**config.mk**
```make
export PLATFORM = sky130hd
export DESIGN_NAME = step_ctrl
export DESIGN_NICKNAME = d
export VERILOG_FILES = /design/src/rtl/step_ctrl.sv
export SDC_FILE = /design/constraint.sdc
export NUM_CORES = 1
export LEC_CHECK = 0
export BUFFER_PORTS_ARGS = -buffer_cell sky130_fd_sc_hd__buf_2
export CELL_PAD_IN_SITES_DETAIL_PLACEMENT = 0
export CELL_PAD_IN_SITES_GLOBAL_PLACEMENT = 1
export CORE_MARGIN = 2
export CORE_UTILIZATION = 46
export DETAILED_ROUTE_END_ITERATION = 6
export HOLD_SLACK_MARGIN = 0.05
export PLACE_DENSITY_LB_ADDON = 0.25
export SYNTH_ARGS = -nofsm -noshare
export SYNTH_HDL_FRONTEND = slang
export SYNTH_SLANG_ARGS = --single-unit
```
**constraint.sdc**
```tcl
create_clock -name clk -period 7.9 [get_ports clk]
set_input_delay 1.185 -clock clk [delete_from_list [all_inputs] [get_ports clk]]
set_output_delay 1.185 -clock clk [all_outputs]
set_load 0.1 [all_outputs]
```
**src/rtl/step_ctrl.sv**
```systemverilog
// Single-step / free-run controller: turns a raw push-button and run switch into
// clean one-cycle step pulses for the PC write enable, with debounce and auto-repeat.
module step_ctrl #(
    parameter int DEBOUNCE_CYCLES = 1_000_000,
    parameter int HOLD_CYCLES     = 50_000_000,
    parameter int REPEAT_CYCLES   = 10_000_000,
    parameter int RUN_DIV         = 25_000_000
) (
    input  logic        clk,
    input  logic        rst,
    input  logic        btn,
    input  logic        run_en,
    input  logic        halt,
    output logic        step,
    output logic [31:0] step_cnt,
    output logic [1:0]  mode
);

    localparam int DB_W   = $clog2(DEBOUNCE_CYCLES + 1);
    localparam int HOLD_W = $clog2(HOLD_CYCLES + 1);
    localparam int REP_W  = $clog2(REPEAT_CYCLES + 1);
    localparam int RUN_W  = $clog2(RUN_DIV + 1);

    typedef enum logic [1:0] {
        IDLE    = 2'd0,
        PRESSED = 2'd1,
        REPEAT  = 2'd2,
        RUN     = 2'd3
    } state_t;

    state_t            state;
    logic              btn_m, btn_s, run_m, run_s;
    logic              btn_db;
    logic [DB_W-1:0]   db_cnt;
    logic [HOLD_W-1:0] hold_cnt;
    logic [REP_W-1:0]  rep_cnt;
    logic [RUN_W-1:0]  run_cnt;
    logic              hold_done, rep_done, run_done;
    logic              step_req;

    // NOTE: every flop uses non-blocking assignment so all registers update
    // from pre-edge values; blocking here would collapse the 2-flop synchroniser.
    always_ff @(posedge clk or posedge rst) begin
        if (rst) begin
            btn_m <= 1'b0;
            btn_s <= 1'b0;
            run_m <= 1'b0;
            run_s <= 1'b0;
        end else begin
            btn_m <= btn;
            btn_s <= btn_m;
            run_m <= run_en;
            run_s <= run_m;
        end
    end

    // The level flips on the DEBOUNCE_CYCLES-th consecutive disagreeing cycle.
    always_ff @(posedge clk or posedge rst) begin
        if (rst) begin
            btn_db <= 1'b0;
            db_cnt <= '0;
        end else if (btn_s == btn_db) begin
            db_cnt <= '0;
        end else if (db_cnt == DB_W'(DEBOUNCE_CYCLES - 1)) begin
            btn_db <= btn_s;
            db_cnt <= '0;
        end else begin
            db_cnt <= db_cnt + DB_W'(1);
        end
    end

    assign hold_done = (hold_cnt == HOLD_W'(HOLD_CYCLES - 1));
    assign rep_done  = (rep_cnt == REP_W'(REPEAT_CYCLES - 1));
    assign run_done  = (run_cnt == RUN_W'(RUN_DIV - 1));

    // NOTE: the default assignment first keeps this block purely combinational;
    // a path that leaves step_req unassigned would infer a latch.
    always_comb begin
        step_req = 1'b0;
        if (run_s) begin
            step_req = (state == RUN) && run_done;
        end else begin
            case (state)
                IDLE:    step_req = btn_db;
                PRESSED: step_req = btn_db && hold_done;
                REPEAT:  step_req = btn_db && rep_done;
                default: step_req = 1'b0;
            endcase
        end
    end

    always_ff @(posedge clk or posedge rst) begin
        if (rst) begin
            state    <= IDLE;
            hold_cnt <= '0;
            rep_cnt  <= '0;
            run_cnt  <= '0;
            step     <= 1'b0;
        end else begin
            // A halted request is simply dropped; counters advance regardless.
            step <= step_req && !halt;
            if (run_s) begin
                if (state != RUN) begin
                    state   <= RUN;
                    run_cnt <= '0;
                end else if (run_done) begin
                    run_cnt <= '0;
                end else begin
                    run_cnt <= run_cnt + RUN_W'(1);
                end
            end else begin
                case (state)
                    IDLE: begin
                        if (btn_db) begin
                            state    <= PRESSED;
                            hold_cnt <= '0;
                        end
                    end
                    PRESSED: begin
                        if (!btn_db) begin
                            state <= IDLE;
                        end else if (hold_done) begin
                            state   <= REPEAT;
                            rep_cnt <= '0;
                        end else begin
                            hold_cnt <= hold_cnt + HOLD_W'(1);
                        end
                    end
                    REPEAT: begin
                        if (!btn_db) begin
                            state <= IDLE;
                        end else if (rep_done) begin
                            rep_cnt <= '0;
                        end else begin
                            rep_cnt <= rep_cnt + REP_W'(1);
                        end
                    end
                    default: begin
                        // Leaving RUN with the button still held resumes hold timing from zero.
                        run_cnt  <= '0;
                        hold_cnt <= '0;
                        state    <= btn_db ? PRESSED : IDLE;
                    end
                endcase
            end
        end
    end

    always_ff @(posedge clk or posedge rst) begin
        if (rst) begin
            step_cnt <= '0;
        end else if (step) begin
            step_cnt <= step_cnt + 32'd1;
        end
    end

    assign mode = state;

endmodule

```
# ---- Yosys cells after proc, flatten, opt, wreduce, memory -nomap -nowiden
# Index checks and enable logic that the tools add are counted.
dict set report op_classes {
  addsub 5
  eq_ne 19
  n_mux 25
  bitwise_logic 3
  reduce_logical 12
}
# op n
set ops {}
lappend ops {{25-bit 2-to-1 mux} 4}
lappend ops {{24-bit 2-to-1 mux} 4}
lappend ops {{26-bit 2-to-1 mux} 3}
lappend ops {{26-bit one-hot mux with 3 select lines} 1}
lappend ops {{24-bit one-hot mux with 2 select lines} 1}
lappend ops {{20-bit 2-to-1 mux} 2}
lappend ops {{32-bit by 1-bit adder with 32-bit output, second input constant} 1}
lappend ops {{26-bit by 1-bit adder with 26-bit output, second input constant} 1}
lappend ops {{26-bit == test, second input constant} 1}
lappend ops {{25-bit by 1-bit adder with 25-bit output, second input constant} 1}
lappend ops {{25-bit == test, second input constant} 1}
lappend ops {{24-bit by 1-bit adder with 24-bit output, second input constant} 1}
lappend ops {{24-bit == test, second input constant} 1}
lappend ops {{20-bit by 1-bit adder with 20-bit output, second input constant} 1}
lappend ops {{20-bit == test, second input constant} 1}
lappend ops {{2-bit 2-to-1 mux} 6}
lappend ops {{2-bit != test, second input constant} 6}
lappend ops {{5-bit AND reduction} 2}
lappend ops {{3-bit != test, second input constant} 2}
lappend ops {{2-bit one-hot mux with 3 select lines} 1}
lappend ops {{2-bit == test, second input constant} 2}
lappend ops {{1-bit logical AND} 4}
lappend ops {{2-bit by 1-bit != test with 1-bit output, second input constant} 2}
lappend ops {{4-bit != test, second input constant} 1}
lappend ops {{other kinds (11)} 14}
dict set report totals {
  ff_bits 135
  inputBits 5
  out_inout_bits 35
  word_cells 76
}

# ---- Depth between registers and ports, before layout
dict set report depth {
  depth_word 5
  mapped_depth 10
}

# ---- Worst setup path before layout
# OpenSTA, ideal clock, no wires.
dict set report synth_timing {
  kind {reg-to-reg}
  from {register state[1], in the netlist mode[1]}
  to {register hold_cnt[10]}
  setup_ps 132
  t_arrival_ps 2976
  t_required_ps 7768
  path_slack_ps 4793
  path_stages_with_launch 7
  n_path_buf 2
  period_less_slack_ps 3107
  path_cell_list {dfrtp_1 -> inv_1 -> ha_1 -> clkbuf_1 -> a2111oi_0 -> clkbuf_1 -> nor2_1}
}
dict set report synth_via {
  elab_chain_cells 3
}
# item line_no
set synth_lines {}
lappend synth_lines {{start: declaration} 31} ;# state_t state;
lappend synth_lines {{start signal: assignment} 142} ;# state <= btn_db ? PRESSED : IDLE;
lappend synth_lines {{2-bit by 1-bit == test with 1-bit output (tied with other cells)} 112} ;# case (state)
lappend synth_lines {{2-bit != test (no line) / 1-bit NOT (equally long branches)} n/a}
lappend synth_lines {{5-bit AND reduction (no line)} n/a}
lappend synth_lines {{end signal: assignment} 126} ;# hold_cnt <= hold_cnt + HOLD_W'(1);
lappend synth_lines {{end: declaration} 35} ;# logic [HOLD_W-1:0] hold_cnt;
# Parallel ways exist; a longest one is shown, timed or not.
# A chain may end at the register's enable or synchronous reset.

# ---- Final worst setup path
dict set report layout_timing {
  from {register hold_cnt[18]}
  to {register rep_cnt[18]}
}
dict set report layout_via {
  elab_chain_cells 3
}
# item line_no
set layout_lines {}
lappend layout_lines {{26-bit == test} 72} ;# assign hold_done = (hold_cnt == HOLD_W'(HOLD_CYCLES - 1));
lappend layout_lines {{2-bit != test (no line)} n/a}
lappend layout_lines {{5-bit AND reduction (no line)} n/a}
lappend layout_lines {{end signal: assignment} 135} ;# rep_cnt <= rep_cnt + REP_W'(1);
lappend layout_lines {{end: declaration} 36} ;# logic [REP_W-1:0] rep_cnt;
# No other way between the ends.

==> flow_summary.yaml <==
synthesis:
  synth_top_area_share_pct: 50.0
  synth_edf_count: 0
  synth_fp_nets: 717
  synthFlopType: "dfrtp_1"
  synth_xor_area_share_pct: 11.1
  synth_cell_types: 50
  synth_top_family_by_area: "simple AND/OR/NAND/NOR gates"
  async_flop_share_pct: 100
  synth.area.top_cells: "dfrtp_1, xor2_1, nor2_1"
  synthMuxAreaShare_pct: 0.315
  synth_cells: 702
  syn_area_um2: 6760
  synth_compound_area_share_pct: 9.74
  ys_seq_elements: 135
  yosysTopAreaCell: "dfrtp_1"
  synth.most_common_cell: "dfrtp_1"
  yosys.area_share.adder_pct: 1.85
  yosys.area_share.simple_pct: 24.8
  ys_seq_area_share_pct: 50.0
  postSynthAreaPerCell_um2: 9.62
  yosysWarnings: 0
  synthTopCellsByCount: "dfrtp_1, nor2_1, xor2_1"
clock_tree:
  cts_setup_buffers: 0
  cts.sinks: 135
  h-tree-depth: 4
  clk_path_buf_depth: 2
  worstSkewPairLatency_ns: 0.42
  clkTransAtPathRegs_ns: 0.06
  ctsResizeCount: 0
  numCtsBuffers: 17
  root_buffer: "clkbuf_16"
  cts_tree: "built"
  cts_hold_buf: 0
setup_path:
  regToRegSetupSlack_ns: 4.69
  r2r_end: "rep_cnt[18]"
  crit_required_ns: 8.16
  arrival_ns: 3.47
  reg2reg_depth: 6
  path_class: "flip-flop to flip-flop"
  crit_fanout: 15
  start_kind: "flip-flop"
  timing.rr.start: "hold_cnt[18]"
  setup.worst_path.end_class: "flip-flop"
grt:
  grt_usage_pct: 19.2
  antenna_found_initial: 0
  grt_pass1_vias: 5086
  grt_max_degree: 76
  grt_first_pass_wirelength_um: 24900
  gr-total-overflow: 0
sta:
  relSlewSlack_pct: 24.0
  tightest_slew_ns: 1.13
  rsz0062_at_grt: "false"
  fin_crit_sh_pct: 40.6
  finalSetupViolCount: 0
  fmax_ghz: 0.312
  tns_ns: 0
  min_period_ns: 3.21
  skew_ns: 0.00672
  final_max_slew_viol_count: 0
  hold_viol_final: 0
detailed_routing:
  via_per_inst: 5.59
  drt_iter0_markers: 294
  vias: 5263
  ant_nets: 0
  drc: 0
  wirelength_um: 14100
  dr.pass1.iters: 6
  wl_per_cell_um: 14.9
run:
  cap_violations: 0
cells_and_area:
  nets: 760
  n_antenna_cell: 0
  syn_to_final_growth_pct: 15.1
  drive_above_1_share_pct: 12.0
hold_path:
  hold_path_end: "run_s"
  worstHoldPathCells: 0
  min-delay-start: "run_m"
  hold_class: "flip-flop to flip-flop"
pwr:
  ir_drop_mv: 0.156
  total_power_w: 0.00167
  p_per_area_nw_per_um2: 215
  p_leak_nw: 3.48
status:
  status: "finished, final reports clean"
place:
  gp_congestion: 0.792
  hpwl_um: 9420
  portBuffers: 39
floorplanning:
  die_h_um: 125
  boundaryPins: 40
  core_area_um2: 14400
  initial_core_util_pct: 46.8
  die_w_um: 125
  rows: 44
  fp.dieArea_um2: 15700
[layout make-up]
cell class                      instances  area, µm²
Sequential cell                       135       3380
Clock inverter                         13        171
Fill cell                            1311       6650
Inverter                               18       70.1
Clock buffer                           19        443
Multi-Input combinational cell        529       3250
Timing Repair Buffer                   44        233
Tap cell                              184        230
[cell families after synthesis]
logic type               count (synthesis)
flip-flops                             135
multiplexers                             2
AO/OA/AOI/OAI                          104
XOR/XNOR                                86
adder cells (fa/ha/maj)                 10
buffers and inverters                   38
AND/OR/NAND/NOR                        327
[registers in the layout, indices dropped and copies added, names as in the netlist, 2 cells and up]
signal    count
db_cnt       20
run_cnt      25
mode          2
step_cnt     32
hold_cnt     26
rep_cnt      24
[power by group]
| group | total, W | internal, W | switching [W] | leakage (nW) |
|---|---|---|---|---|
| Sequential | 0.000716 | 0.000702 | 0.0000137 | 1.87 |
| Combinational | 0.000130 | 0.0000337 | 0.0000962 | 1.32 |
| Clock | 0.000823 | 0.000509 | 0.000314 | 0.295 |
| Total | 0.00167 | 0.00124 | 0.000424 | 3.48 |
[critical path, stage by stage (launching register included)]
cell	delay, ns
dfrtp_1	0.44
or4_1	0.55
or4_4	0.53
o21ai_4	0.37
nand2b_2	0.26
nor2b_1	0.76
nor2_1	0.15
[how the worst max path moves through the flow]
stage | start | end | slack [ns] | cells past startpoint
detailed placement | hold_cnt[10] | rep_cnt[18] | 4.67 | 6
global placement | hold_cnt[10] | rep_cnt[20] | 4.77 | 6
finish | hold_cnt[18] | rep_cnt[18] | 4.69 | 6
floorplan | rst | btn_db | 3.10 | 1
CTS | hold_cnt[10] | rep_cnt[18] | 4.65 | 6
global route | hold_cnt[18] | rep_cnt[18] | 4.33 | 6
[metal layers]
layer	part of all wire (%)	global-route usage, %
met5	0	0
met1	50	27.4
met4	1.1	5.16
met3	3.6	4.41
met2	46	29.7
[cell usage in the layout, fill, tap and decap left out, types with 5 or more instances in the layout]
master     count
xor2_1        52
nor2_1        97
nand3_1       51
nor2b_1       10
a21oi_1       13
o31ai_1        6
and3_1        17
a31oi_1        8
clkbuf_16     17
nand4_1       38
ha_1          10
nor3_1        10
buf_4          5
buf_2         39
o21ai_1       11
and4_1        13
nand2_1       49
xnor2_1       34
dfrtp_1      135
nor4_1         9
inv_1         17
or3_1          5
o31ai_2        5
o21ai_0       46
and2_1         7
[stage by stage]
stage	hold WS [ns]	worst slack, ns	area (µm²)	std cells	util, %
global placement	0.346	4.77	7160	910	49.7
floorplan	0.331	3.10	6760	702	-
detailed placement	0.347	4.67	7160	910	49.7
finish	0.360	4.69	7780	942	53.9
CTS	0.364	4.65	7780	942	53.9
global route	0.365	4.33	7780	942	53.9
(Power assumes the default switching activity.)
